==> config.mk <==
export PLATFORM = sky130hd
export DESIGN_NAME = text_pixel_fetch_flat
export DESIGN_NICKNAME = d
export VERILOG_FILES = /design/src/rtl/text_pixel_fetch_if.sv /design/src/rtl/text_pixel_fetch.sv /design/src/flat_wrapper.sv
export SDC_FILE = /design/constraint.sdc
export NUM_CORES = 1
export LEC_CHECK = 0
export BUFFER_PORTS_ARGS = -buffer_cell sky130_fd_sc_hd__buf_4
export CORE_MARGIN = 1
export CORE_UTILIZATION = 45
export CTS_BUF_LIST = sky130_fd_sc_hd__clkbuf_8
export DETAILED_ROUTE_END_ITERATION = 6
export PLACE_DENSITY = 0.67
export SKIP_LAST_GASP = 1
export SYNTH_ARGS = -nofsm -noshare
export SYNTH_HDL_FRONTEND = slang
export SYNTH_SLANG_ARGS = --single-unit
export TNS_END_PERCENT = 1
==> constraint.sdc <==
create_clock -name pixel_clk -period 5 [get_ports pixel_clk]
set_input_delay 0.75 -clock pixel_clk [delete_from_list [all_inputs] [get_ports pixel_clk]]
set_output_delay 0.75 -clock pixel_clk [all_outputs]
set_load 0.005 [all_outputs]
==> src/rtl/text_pixel_fetch_if.sv <==
// Memory-side bus of the text pixel fetch stage.
// master: the fetch stage, which drives the VRAM and font ROM read addresses.
// slave : the memory side, which returns the data one cycle after the address.
//   vram_addr  [VRAM_AW] VRAM word address
//   vram_rdata [16]      {invert, code[6:0], fg_idx[3:0], bg_idx[3:0]}
//   font_addr  [11]      {code[6:0], glyph_row[3:0]}
//   font_rdata [8]       glyph row; bit 7 is the leftmost pixel
interface text_pixel_fetch_if #(
  parameter int unsigned VRAM_AW = 12
);
  logic [VRAM_AW-1:0] vram_addr;
  logic [15:0]        vram_rdata;
  logic [10:0]        font_addr;
  logic [7:0]         font_rdata;

  modport master (
    output vram_addr,
    output font_addr,
    input  vram_rdata,
    input  font_rdata
  );

  modport slave (
    input  vram_addr,
    input  font_addr,
    output vram_rdata,
    output font_rdata
  );
endinterface

==> src/rtl/text_pixel_fetch.sv <==
// Text-mode pixel fetch: maps the VGA scan position (80x30 cells, 8x16 glyphs)
// to a glyph bit, the cell invert flag and fg/bg RGB444 colours for the colour
// mapper. Three-cycle pipeline with no stalls; sync and vde travel alongside.
// Ports:
//   pixel_clk, reset                 clock, synchronous active-high reset
//   drawX, drawY, vde_in, hsync_in, vsync_in   scan position and timing
//   mem (text_pixel_fetch_if.master) VRAM / font ROM synchronous read buses
//   pal_we, pal_waddr, pal_wdata     16-entry RGB444 palette write port
//   cursor_pos                       cursor cell index (CURSOR_BLINK_EN only)
//   pixel_data, invert, fg, bg       registered pixel outputs, 0 while blanked
//   vde_out, hsync_out, vsync_out    timing inputs delayed by 3 cycles
// Optional feature macro: CURSOR_BLINK_EN (blinking cursor by invert toggle).
module text_pixel_fetch #(
  parameter int unsigned COLS           = 80,
  parameter int unsigned ROWS           = 30,
  parameter int unsigned VRAM_AW        = 12,
  parameter int unsigned BLINK_DIV_LOG2 = 5
) (
  input  logic               pixel_clk,
  input  logic               reset,
  input  logic [9:0]         drawX,
  input  logic [9:0]         drawY,
  input  logic               vde_in,
  input  logic               hsync_in,
  input  logic               vsync_in,
  text_pixel_fetch_if.master mem,
  input  logic               pal_we,
  input  logic [3:0]         pal_waddr,
  input  logic [11:0]        pal_wdata,
  input  logic [VRAM_AW-1:0] cursor_pos,
  output logic               pixel_data,
  output logic               invert,
  output logic [11:0]        fg,
  output logic [11:0]        bg,
  output logic               vde_out,
  output logic               hsync_out,
  output logic               vsync_out
);

  // S0: cell index from the character row/column
  logic [4:0]         w_row;
  logic [6:0]         w_col;
  logic [VRAM_AW-1:0] w_cell;

  assign w_row = drawY[8:4];
  assign w_col = drawX[9:3];

  generate
    if (COLS == 80) begin : g_addr_shift
      // row*80 = row*64 + row*16
      assign w_cell = (VRAM_AW'(w_row) << 6) + (VRAM_AW'(w_row) << 4) + VRAM_AW'(w_col);
    end else begin : g_addr_mul
      assign w_cell = VRAM_AW'(32'(w_row) * COLS) + VRAM_AW'(w_col);
    end
  endgenerate

  assign mem.vram_addr = w_cell;

  // Stage registers
  logic [2:0]  r_xoff_d1, r_xoff_d2;
  logic [3:0]  r_row_d1;
  logic        r_vde_d1, r_vde_d2;
  logic        r_hs_d1, r_hs_d2;
  logic        r_vs_d1, r_vs_d2;
  logic        r_inv_d2;
  logic [3:0]  r_fgi_d2, r_bgi_d2;
  logic [11:0] r_pal [16];

  logic        w_inv_s1;
  logic        w_bit;
  logic [11:0] w_fg, w_bg;

  // S1: glyph row address from the returned character word
  assign mem.font_addr = {mem.vram_rdata[14:8], r_row_d1};

`ifdef CURSOR_BLINK_EN
  localparam int unsigned CNT_W = BLINK_DIV_LOG2 + 1;

  logic [CNT_W-1:0] r_frame_cnt;
  logic             r_vsync_prev;
  logic             r_cur_d1;

  // Frame counter on vsync rising edges; cursor hit resolved at S0
  always_ff @(posedge pixel_clk) begin
    if (reset) begin
      r_frame_cnt  <= '0;
      r_vsync_prev <= 1'b0;
      r_cur_d1     <= 1'b0;
    end else begin
      r_vsync_prev <= vsync_in;
      if (vsync_in && !r_vsync_prev) begin
        r_frame_cnt <= r_frame_cnt + CNT_W'(1);
      end
      r_cur_d1 <= (w_cell == cursor_pos) && r_frame_cnt[BLINK_DIV_LOG2];
    end
  end

  assign w_inv_s1 = mem.vram_rdata[15] ^ r_cur_d1;

  logic w_unused;
  assign w_unused = ^{drawY[9], 1'(ROWS)};
`else
  assign w_inv_s1 = mem.vram_rdata[15];

  logic w_unused;
  assign w_unused = ^{drawY[9], cursor_pos, 1'(ROWS), 1'(BLINK_DIV_LOG2)};
`endif

  // S2: pixel bit select (bit 7 is leftmost) and palette lookup
  assign w_bit = mem.font_rdata[3'd7 - r_xoff_d2];
  assign w_fg  = r_pal[r_fgi_d2];
  assign w_bg  = r_pal[r_bgi_d2];

  // Palette register file; a write lands after this cycle's read
  always_ff @(posedge pixel_clk) begin
    if (reset) begin
      for (int i = 0; i < 16; i++) begin
        r_pal[i] <= '0;
      end
    end else if (pal_we) begin
      r_pal[pal_waddr] <= pal_wdata;
    end
  end

  // Pipeline S0 -> S3
  always_ff @(posedge pixel_clk) begin
    if (reset) begin
      r_xoff_d1  <= '0;
      r_row_d1   <= '0;
      r_vde_d1   <= 1'b0;
      r_hs_d1    <= 1'b0;
      r_vs_d1    <= 1'b0;
      r_xoff_d2  <= '0;
      r_vde_d2   <= 1'b0;
      r_hs_d2    <= 1'b0;
      r_vs_d2    <= 1'b0;
      r_inv_d2   <= 1'b0;
      r_fgi_d2   <= '0;
      r_bgi_d2   <= '0;
      pixel_data <= 1'b0;
      invert     <= 1'b0;
      fg         <= '0;
      bg         <= '0;
      vde_out    <= 1'b0;
      hsync_out  <= 1'b0;
      vsync_out  <= 1'b0;
    end else begin
      r_xoff_d1 <= drawX[2:0];
      r_row_d1  <= drawY[3:0];
      r_vde_d1  <= vde_in;
      r_hs_d1   <= hsync_in;
      r_vs_d1   <= vsync_in;

      r_xoff_d2 <= r_xoff_d1;
      r_vde_d2  <= r_vde_d1;
      r_hs_d2   <= r_hs_d1;
      r_vs_d2   <= r_vs_d1;
      r_inv_d2  <= w_inv_s1;
      r_fgi_d2  <= mem.vram_rdata[7:4];
      r_bgi_d2  <= mem.vram_rdata[3:0];

      vde_out   <= r_vde_d2;
      hsync_out <= r_hs_d2;
      vsync_out <= r_vs_d2;
      // Blanked pixels are forced to zero
      if (r_vde_d2) begin
        pixel_data <= w_bit;
        invert     <= r_inv_d2;
        fg         <= w_fg;
        bg         <= w_bg;
      end else begin
        pixel_data <= 1'b0;
        invert     <= 1'b0;
        fg         <= '0;
        bg         <= '0;
      end
    end
  end

endmodule

==> src/flat_wrapper.sv <==
// flat-port wrapper written by rule: the top's interface ports become plain ports
module text_pixel_fetch_flat 
#(
  parameter int unsigned COLS           = 80,
  parameter int unsigned ROWS           = 30,
  parameter int unsigned VRAM_AW        = 12,
  parameter int unsigned BLINK_DIV_LOG2 = 5
)
  (pixel_clk, reset, drawX, drawY, vde_in, hsync_in, vsync_in, pal_we, pal_waddr, pal_wdata, cursor_pos, pixel_data, invert, fg, bg, vde_out, hsync_out, vsync_out, mem_vram_addr, mem_font_addr, mem_vram_rdata, mem_font_rdata);
  text_pixel_fetch_if #(.VRAM_AW(VRAM_AW)) mem_i ();
  input  logic pixel_clk;
  input  logic reset;
  input  logic [9:0] drawX;
  input  logic [9:0] drawY;
  input  logic vde_in;
  input  logic hsync_in;
  input  logic vsync_in;
  input  logic pal_we;
  input  logic [3:0] pal_waddr;
  input  logic [11:0] pal_wdata;
  input  logic [VRAM_AW-1:0] cursor_pos;
  output logic pixel_data;
  output logic invert;
  output logic [11:0] fg;
  output logic [11:0] bg;
  output logic vde_out;
  output logic hsync_out;
  output logic vsync_out;
  output wire logic [$bits(mem_i.vram_addr)-1:0] mem_vram_addr;
  output wire logic [$bits(mem_i.font_addr)-1:0] mem_font_addr;
  input wire logic [$bits(mem_i.vram_rdata)-1:0] mem_vram_rdata;
  input wire logic [$bits(mem_i.font_rdata)-1:0] mem_font_rdata;
  assign mem_vram_addr = mem_i.vram_addr;
  assign mem_font_addr = mem_i.font_addr;
  assign mem_i.vram_rdata = mem_vram_rdata;
  assign mem_i.font_rdata = mem_font_rdata;
  text_pixel_fetch #(.COLS(COLS), .ROWS(ROWS), .VRAM_AW(VRAM_AW), .BLINK_DIV_LOG2(BLINK_DIV_LOG2)) u_core (.pixel_clk(pixel_clk), .reset(reset), .drawX(drawX), .drawY(drawY), .vde_in(vde_in), .hsync_in(hsync_in), .vsync_in(vsync_in), .mem(mem_i), .pal_we(pal_we), .pal_waddr(pal_waddr), .pal_wdata(pal_wdata), .cursor_pos(cursor_pos), .pixel_data(pixel_data), .invert(invert), .fg(fg), .bg(bg), .vde_out(vde_out), .hsync_out(hsync_out), .vsync_out(vsync_out));
endmodule
# == Yosys cells after proc, flatten, opt, wreduce, memory -nomap -nowiden ==
# Memories as Yosys holds them, arrays and structs flattened. A register that Yosys moved wholly into a read port is not among the register bits.
# Index checks and enable logic that the tools add are counted.
# totals
reg_bits,30
latch_bits,0
ramBits,192
rom_bits,0
out_inout_bits,52
elab_cells,35
memories,1
# op_classes
addsub,3
multipliers,0
n_div,0
magnitude_cmp,1
eq_ne,0
n_shift,0
muxes,10
bitwise_logic,1
n_reduce_logical,2
# mem_list
name,depth,width,read_ports,rd_ports_with_merged_regs,write_ports,line,source
u_core.r_pal,16,12,2,2,16,text_pixel_fetch.sv:67,logic [11:0] r_pal [16];
# ops
operator,count
11-bit by 9-bit adder with 12-bit output,1
12-bit by 7-bit adder with 12-bit output,1
12-bit two-way mux,1
12-bit OR reduction,1
1-bit two-way mux,7
"3-bit by 4-bit less-than comparator with 1-bit output, second input constant",1
4-bit two-way mux,1
1-bit binary-select mux with 3-bit select,1
"3-bit subtractor, first input constant",1
2-bit OR reduction,1
1-bit NOT,1

# == Longest topological paths before layout ==
# Gate-level depths: netlist of the first run.
# depth
depth_word,5
mapped_depth,8
ltp_nobuf,8

# == Least setup slack after synthesis of the first run ==
# Ideal clock, no wire load.
# synth_timing
path_type,input to output
from,input drawX[9]
to,output mem_vram_addr[11]
t_arrival_ns,2.355
required_time_ns,4.250
setup_slack_ns,1.895
path_stages,8
n_path_buf,0
path_cell_list,inv_1 > fa_1 > inv_1 > fa_1 > a21o_1 > a21oi_1 > nor2b_1 > o21a_1
# synth_via
elab_chain_len,1
# synth_rtl
item,line,source
"start, declared",flat_wrapper.sv:13,input logic [9:0] drawX;
12-bit by 7-bit adder with 12-bit output,text_pixel_fetch.sv:51,assign w_cell = (VRAM_AW'(w_row) << 6) + (VRAM_AW'(w_row) << 4) + VRAM_AW'(w_col);
"end, declared",flat_wrapper.sv:29,output wire logic [$bits(mem_i.vram_addr)-1:0] mem_vram_addr;
# Every way passes these cells.

# == Final worst setup path of the first run ==
# Ends and elaborated chain as after synthesis.

==> out/results.txt, run 1 <==
Share of cells above drive strength 1: 25.85%
Hold path cells: 2
Vias/cell: 5.734
Number of flops mapped to enable cells by yosys: 192
Synthesized area per cell: 13.85 um2
Slew of the pin with the lowest slew margin: 1.210 ns
Failing checks: DRC
Row cnt: 59
Input/output buffers: 94
Unrepaired setup endpoints after global routing: no
Unique cell type count in the Yosys netlist: 39
CTS root buf: clkbuf_8
CTS Buffer Depth: 3
Pre-CTS setup slack: 1.575 ns
Critical Path AT: 2.68 ns
Final min period: 3.426 ns
Yosys synthesis warning count: 0
Final Util: 52.60%
Initial Util: 46.41%
# diodes: 0
Final Setup Violations: 0
Hold Crit Class: input pin to flip-flop
Total track usage: 22.78%
Final setup TNS: 0 ns
Vias in the first global route: 7850
Via count: 7644
Fin crit share: 68.52%
Design Power: 4.548 mW
# IOs: 130
Post-Route Skew: 0.02278 ns
Die footprint: 27850 um2
Worst skew pair latency: 0.55 ns
First-pass GRT wire length: 46860 um
H-Tree Depth: 2
CTS Sinks: 246
Layout area overhead: 13.33%
Top_reg_cell synth: edfxtp_1
Routability Congestion: 0.7986
Met2 WL: 15450 um
Peak Freq: 0.2919 GHz
Final net count: 1053
Syn_nets: 972
CP Class: input pin to output port
# hold bufs at CTS: 0
Initial drt markers: 847
Crit end category: output port
Power Density: 328.1 nW/um2
CP required: 4.25 ns
CTS Buf Count: 43
Total length of routed wires: 31490 um
Post-synthesis sequential area ratio: 55.97%
Post-CTS Resized: 0
#FFs+latches synth: 246
CP Max Fanout: 2
Setup WS post-layout: 1.574 ns
Synthesized area: 12230 um2
WL met3: 2445 um
Placed insts: 1254
Crit path launch type: input pin
Worst-case reg-to-reg path depth: 4
Post-CTS setup buffer count: 0
Initial antenna violation count: 0
CTS tree: done
Worst-path clk slew: 0.05 ns
Dpl hpwl: 19690 um
Finished Layout Cells: 1333
Global route overflow: 0
Top routing layer used: met4
Slew HR: 19.29%
Pin count of the biggest net entering global routing: 49
Antenna Violating Nets Remaining: 0
Die Ht: 166.9 um
Max cap viols: 0
Status: finished, violations left
Final Hold Vio Count: 0
Horiz. Die Dim: 166.9 um
Met1 WL: 12870 um
Max-slew violation count: 0
DRC Markers: 2
First-pass DRT Iterations: 7
WL/cell: 23.62 um
Worst vdd ir: 0.2046 mV
Async S/R FF share, synth: 0%
Core area: 26350 um2
Leak pwr: 5.173 nW
Mapped Cells: 883
==> sequential cells by signal, summed over array words and instances, names as in the netlist, 3 cells and up <==
name	cells
u_core.r_xoff_d2	3
u_core.r_bgi_d2	4
u_core.r_pal	192
u_core.bg	12
u_core.r_xoff_d1	3
u_core.r_row_d1	4
u_core.fg	12
u_core.r_fgi_d2	4
==> per-stage QoR <==
step | instance area, um2 | hold WS [ns]
2_1_floorplan | 12230 | 0.4057
3_3_place_gp | 13070 | 0.4127
3_5_place_dp | 13070 | 0.4243
4_1_cts | 13860 | 0.3943
5_1_grt | 13860 | 0.3958
6_report | 13860 | 0.4212
==> synth_stat cells (2+ instances only) <==
cell / n / area share [%]
inv_1: 8 / 0.25
mux2i_1: 93 / 7.6
mux4_2: 64 / 12
buf_2: 13 / 0.53
a22oi_1: 34 / 2.1
nor2b_1: 31 / 1.6
a21o_1: 2 / 0.12
buf_4: 17 / 1.0
clkbuf_1: 40 / 1.2
nand3_1: 21 / 0.86
nor3_2: 2 / 0.16
edfxtp_1: 192 / 47
nand4bb_1: 2 / 0.18
a21oi_1: 6 / 0.25
nor2_1: 12 / 0.37
nor2_2: 3 / 0.15
dfxtp_1: 54 / 8.8
buf_6: 7 / 0.64
or2_2: 16 / 0.82
xnor2_1: 2 / 0.14
and2_1: 194 / 9.9
nor3_1: 4 / 0.16
nand2b_1: 14 / 0.72
a211oi_1: 4 / 0.25
nand2_1: 14 / 0.43
ha_1: 9 / 0.92
fa_1: 2 / 0.33
o22ai_1: 12 / 0.61
==> where the power goes <==
| part | internal, mW | total, mW | leakage (nW) | switching, mW |
|---|---|---|---|---|
| Clock | 0.890 | 1.69 | 0.494 | 0.803 |
| Sequential | 2.31 | 2.38 | 2.28 | 0.0651 |
| Combinational | 0.232 | 0.479 | 2.40 | 0.246 |
==> worst max-delay path: stages <==
cell and delay (ns):
buf_4 0.08, inv_1 0.04, fa_1 0.52, inv_1 0.06, fa_1 0.40, a21o_1 0.20, a21oi_1 0.25, nor2b_1 0.08
o21a_1 0.17, buf_4 0.13
==> routing by layer <==
layer	track usage, %	up-vias
met1	29.62	3816
met2	38.64	362
met3	4.111	59
li1	-	3407
met4	7.206	0
met5	0	-
==> path summary, 6_finish.rpt <==
kind | slack (ns) | startpoint | endpoint
hold / removal | 0.42 | vde_in | u_core.r_vde_d1
setup / recovery | 1.57 | drawX[9] | mem_vram_addr[11]
hold reg to reg | 0.43 | u_core.r_vs_d2 | u_core.vsync_out
setup reg to reg | 2.53 | u_core.r_fgi_d2[0] | u_core.fg[5]
==> kinds of logic (layout without fill, tap and decap cells) <==
group,after synthesis,count (layout),synth area share [%]
buffers and inverters,88,203,4.020
multiplexers,157,157,19.39
flip-flops,246,246,55.97
adder cells (fa/ha/maj),11,11,1.248
AND/OR/NAND/NOR,317,317,15.66
AO/OA/AOI/OAI,61,61,3.488
XOR/XNOR,3,3,0.2149
==> cells in the final DEF, fill, tap and decap left out, types with 2 or more instances in the layout <==
master | netlist | layout
a22oi_1 | 34 | 34
mux4_2 | 64 | 64
and2_1 | 194 | 194
inv_1 | 8 | 32
nor2b_1 | 31 | 30
clkbuf_8 | 0 | 49
a211oi_1 | 4 | 4
nand2b_1 | 14 | 14
nor3_1 | 4 | 4
mux2i_1 | 93 | 93
nor2_1 | 12 | 12
edfxtp_1 | 192 | 192
clkinv_1 | 0 | 4
ha_1 | 9 | 9
nand4bb_1 | 2 | 2
a21oi_1 | 6 | 6
fa_1 | 2 | 2
or2_2 | 16 | 16
clkinv_2 | 0 | 2
nand2_1 | 14 | 14
o22ai_1 | 12 | 12
xnor2_1 | 2 | 2
buf_4 | 17 | 116
nor2_2 | 3 | 3
nand3_1 | 21 | 21
a21o_1 | 2 | 2
dfxtp_2 | 0 | 2
nor3_2 | 2 | 2
dfxtp_1 | 54 | 50
dfxtp_4 | 0 | 2
==> final cells by class <==
type                    count  area (um2)
flip-flops and latches    246        6857
inverters                   8       30.03
repair buffers            116       870.8
fillers                  2236       12490
clock buffers              49       674.4
well taps                 335       419.2
clock inverters            30       115.1
multi-input cells         549        4896
Note: power is estimated with default switching activity, not from simulation.
==> run 2, diff against run 1 <==
Settings changed: PLACE_DENSITY 0.67 to 0.69.
Clock period 5 ns to 2.8 ns, I/O delays scaled along.
==> out/results.txt, run 2 (synthesis results as in run 1) <==
Biggest regs: u_core.r_pal (192), u_core.bg (12), u_core.fg (12)
Global route overflow: 0 (unchanged)
Leak pwr: 5.279 nW (+2.1%)
CP Class: input pin to output port
Vias/cell: 5.706 (-0.49%)
Final min period: 2.683 ns
Unrepaired setup endpoints after global routing: no
# diodes: 0 (unchanged)
Worst-path clk slew: 0.06 ns (about the same)
Share of cells above drive strength 1: 28.13% (+2.3 points)
Status: finished clean
Final net count: 1068 (+1.4%)
Area of the multi-input gates: 4897 um2 (about the same)
Power Density: 601.0 nW/um2 (+83%)
CP required: 2.38 ns (-1.87 ns)
Most common cell after layout, fill and taps aside: and2_1
Total length of routed wires: 30690 um (-2.5%)
Via count: 7692 (+0.63%)
# IOs: 130 (unchanged)
Fin area: 14130 um2 (+2.0%)
CTS Sinks: 246 (unchanged)
Max cap viols: 0 (unchanged)
WL/cell: 22.77 um (-3.6%)
Die Ht: 166.9 um (unchanged)
Post-Route Skew: 0.01944 ns (-0.003344 ns)
First-pass DRT Iterations: 5 (-2)
Critical Path AT: 2.26 ns (-0.42 ns)
Final Setup Violations: 0 (unchanged)
CTS tree: done
Top reg by flops: u_core.r_pal
Die footprint: 27850 um2 (unchanged)
Crit path launch type: input pin
Antenna Violating Nets Remaining: 0 (unchanged)
Layout area overhead: 15.55%
Horiz. Die Dim: 166.9 um (unchanged)
Final setup TNS: 0 ns (unchanged)
CTS Buf Count: 43 (unchanged)
Peak Freq: 0.3727 GHz
Register area: 6857 um2 (unchanged)
Final Hold Vio Count: 0 (unchanged)
Crit end category: output port
CTS root buf: clkbuf_8
Input/output buffers: 94 (unchanged)
Hold Crit Class: input pin to flip-flop
H-Tree Depth: 2 (unchanged)
Max FFs per register: 192 (unchanged)
Commonest non-fill, non-tap cells in the layout: and2_1 (194), edfxtp_1 (192), buf_4 (127)
DRC Markers: 0 (-2)
Slew of the pin with the lowest slew margin: 0.8293 ns (-0.3806 ns)
Layout fillers: 2165 (-3.2%)
Worst vdd ir: 0.6237 mV (+200%)
Slew HR: 44.72% (+25 points)
Placed instance area: 13230 um2 (+1.2%)
CP Max Fanout: 2 (unchanged)
Vias in the first global route: 7857 (+0.089%)
Initial Util: 46.41% (unchanged)
Worst skew pair latency: 0.56 ns (about the same)
CTS Buffer Depth: 3 (unchanged)
Row cnt: 59 (unchanged)
Pin count of the biggest net entering global routing: 47 (-4.1%)
# hold bufs at CTS: 0 (unchanged)
Core area: 26350 um2 (unchanged)
Max-slew violation count: 0 (unchanged)
First-pass GRT wire length: 46370 um (-1.0%)
Total track usage: 22.41% (-0.37 points)
Dpl hpwl: 20020 um (+1.7%)
Initial drt markers: 741 (-13%)
Initial antenna violation count: 1 (+1)
Routability Congestion: 0.8137 (+1.9%)
Fin crit share: 95.83%
[run 2: cell count changes in the layout (fill, tap and decap cells not counted), sizes merged]
cell | before | now
clkinv | 6 | 8
inv | 32 | 21
buf | 116 | 131
clkinvlp | 0 | 1
bufinv | 0 | 1
clkbuf | 49 | 56
[run 2: metal layers]
layer / vias to the layer above / wire (um) / part of all wire, % / track usage (%)
met3: 62 / 1992 / 6.5 / 4.230
met5: - / 10 / 0.033 / 0
met4: 2 / 941 / 3.1 / 8.655
li1: 3434 / - / - / -
met2: 307 / 14710 / 48 / 36.67
met1: 3887 / 13030 / 42 / 29.60
[run 2: cell type report]
type                    instances  area share (%)
clock buffers                  56           5.453
clock inverters                23          0.8941
flip-flops and latches        246           48.51
well taps                     335           2.966
multi-input cells             549           34.65
inverters                       8          0.2125
repair buffers                131           7.312
[run 2: worst paths after layout]
path	start	to	slack, ns	cells past startpoint
min	mem_vram_rdata[1]	u_core.r_bgi_d2[1]	0.07	2
min reg2reg	u_core.r_inv_d2	u_core.invert	0.43	1
max	drawX[9]	mem_vram_addr[11]	0.12	10
max reg2reg	u_core.r_fgi_d2[0]	u_core.fg[4]	0.73	5
[run 2: repair_timing]
item                                    CTS  global route
endpoints found under the setup margin    0             1
gates resized for setup                   0             1
setup buffers                             0             0
[run 2: stage by stage]
stage	power (mW)	instances	hold WS, ns	setup slack (ns)	util (%)
after floorplan	4.850	883	0.4057	0.3546	-
after global placement	5.169	1269	0.4113	0.08953	50.21
after detailed placement	5.193	1269	0.4246	0.07008	50.21
after CTS	8.532	1348	0.04983	0.06722	53.62
after global routing	8.788	1348	0.05669	0.007169	53.63
final	8.495	1348	0.07383	0.1166	53.63
[run 2: report_power, final]
part           switching (mW)  leakage (nW)  total (mW)  internal, mW
clock                    1.49         0.507        3.38          1.89
sequential              0.119          2.28        4.25          4.13
combinational           0.441          2.50       0.874         0.433
[run 2: worst max-delay path: stages]
cell     delay (ns)
buf_4          0.07
inv_1          0.04
fa_1           0.52
inv_1          0.06
fa_1           0.40
a21o_1         0.21
a21oi_2        0.17
nor2b_1        0.07
o21a_1         0.17
buf_4          0.13
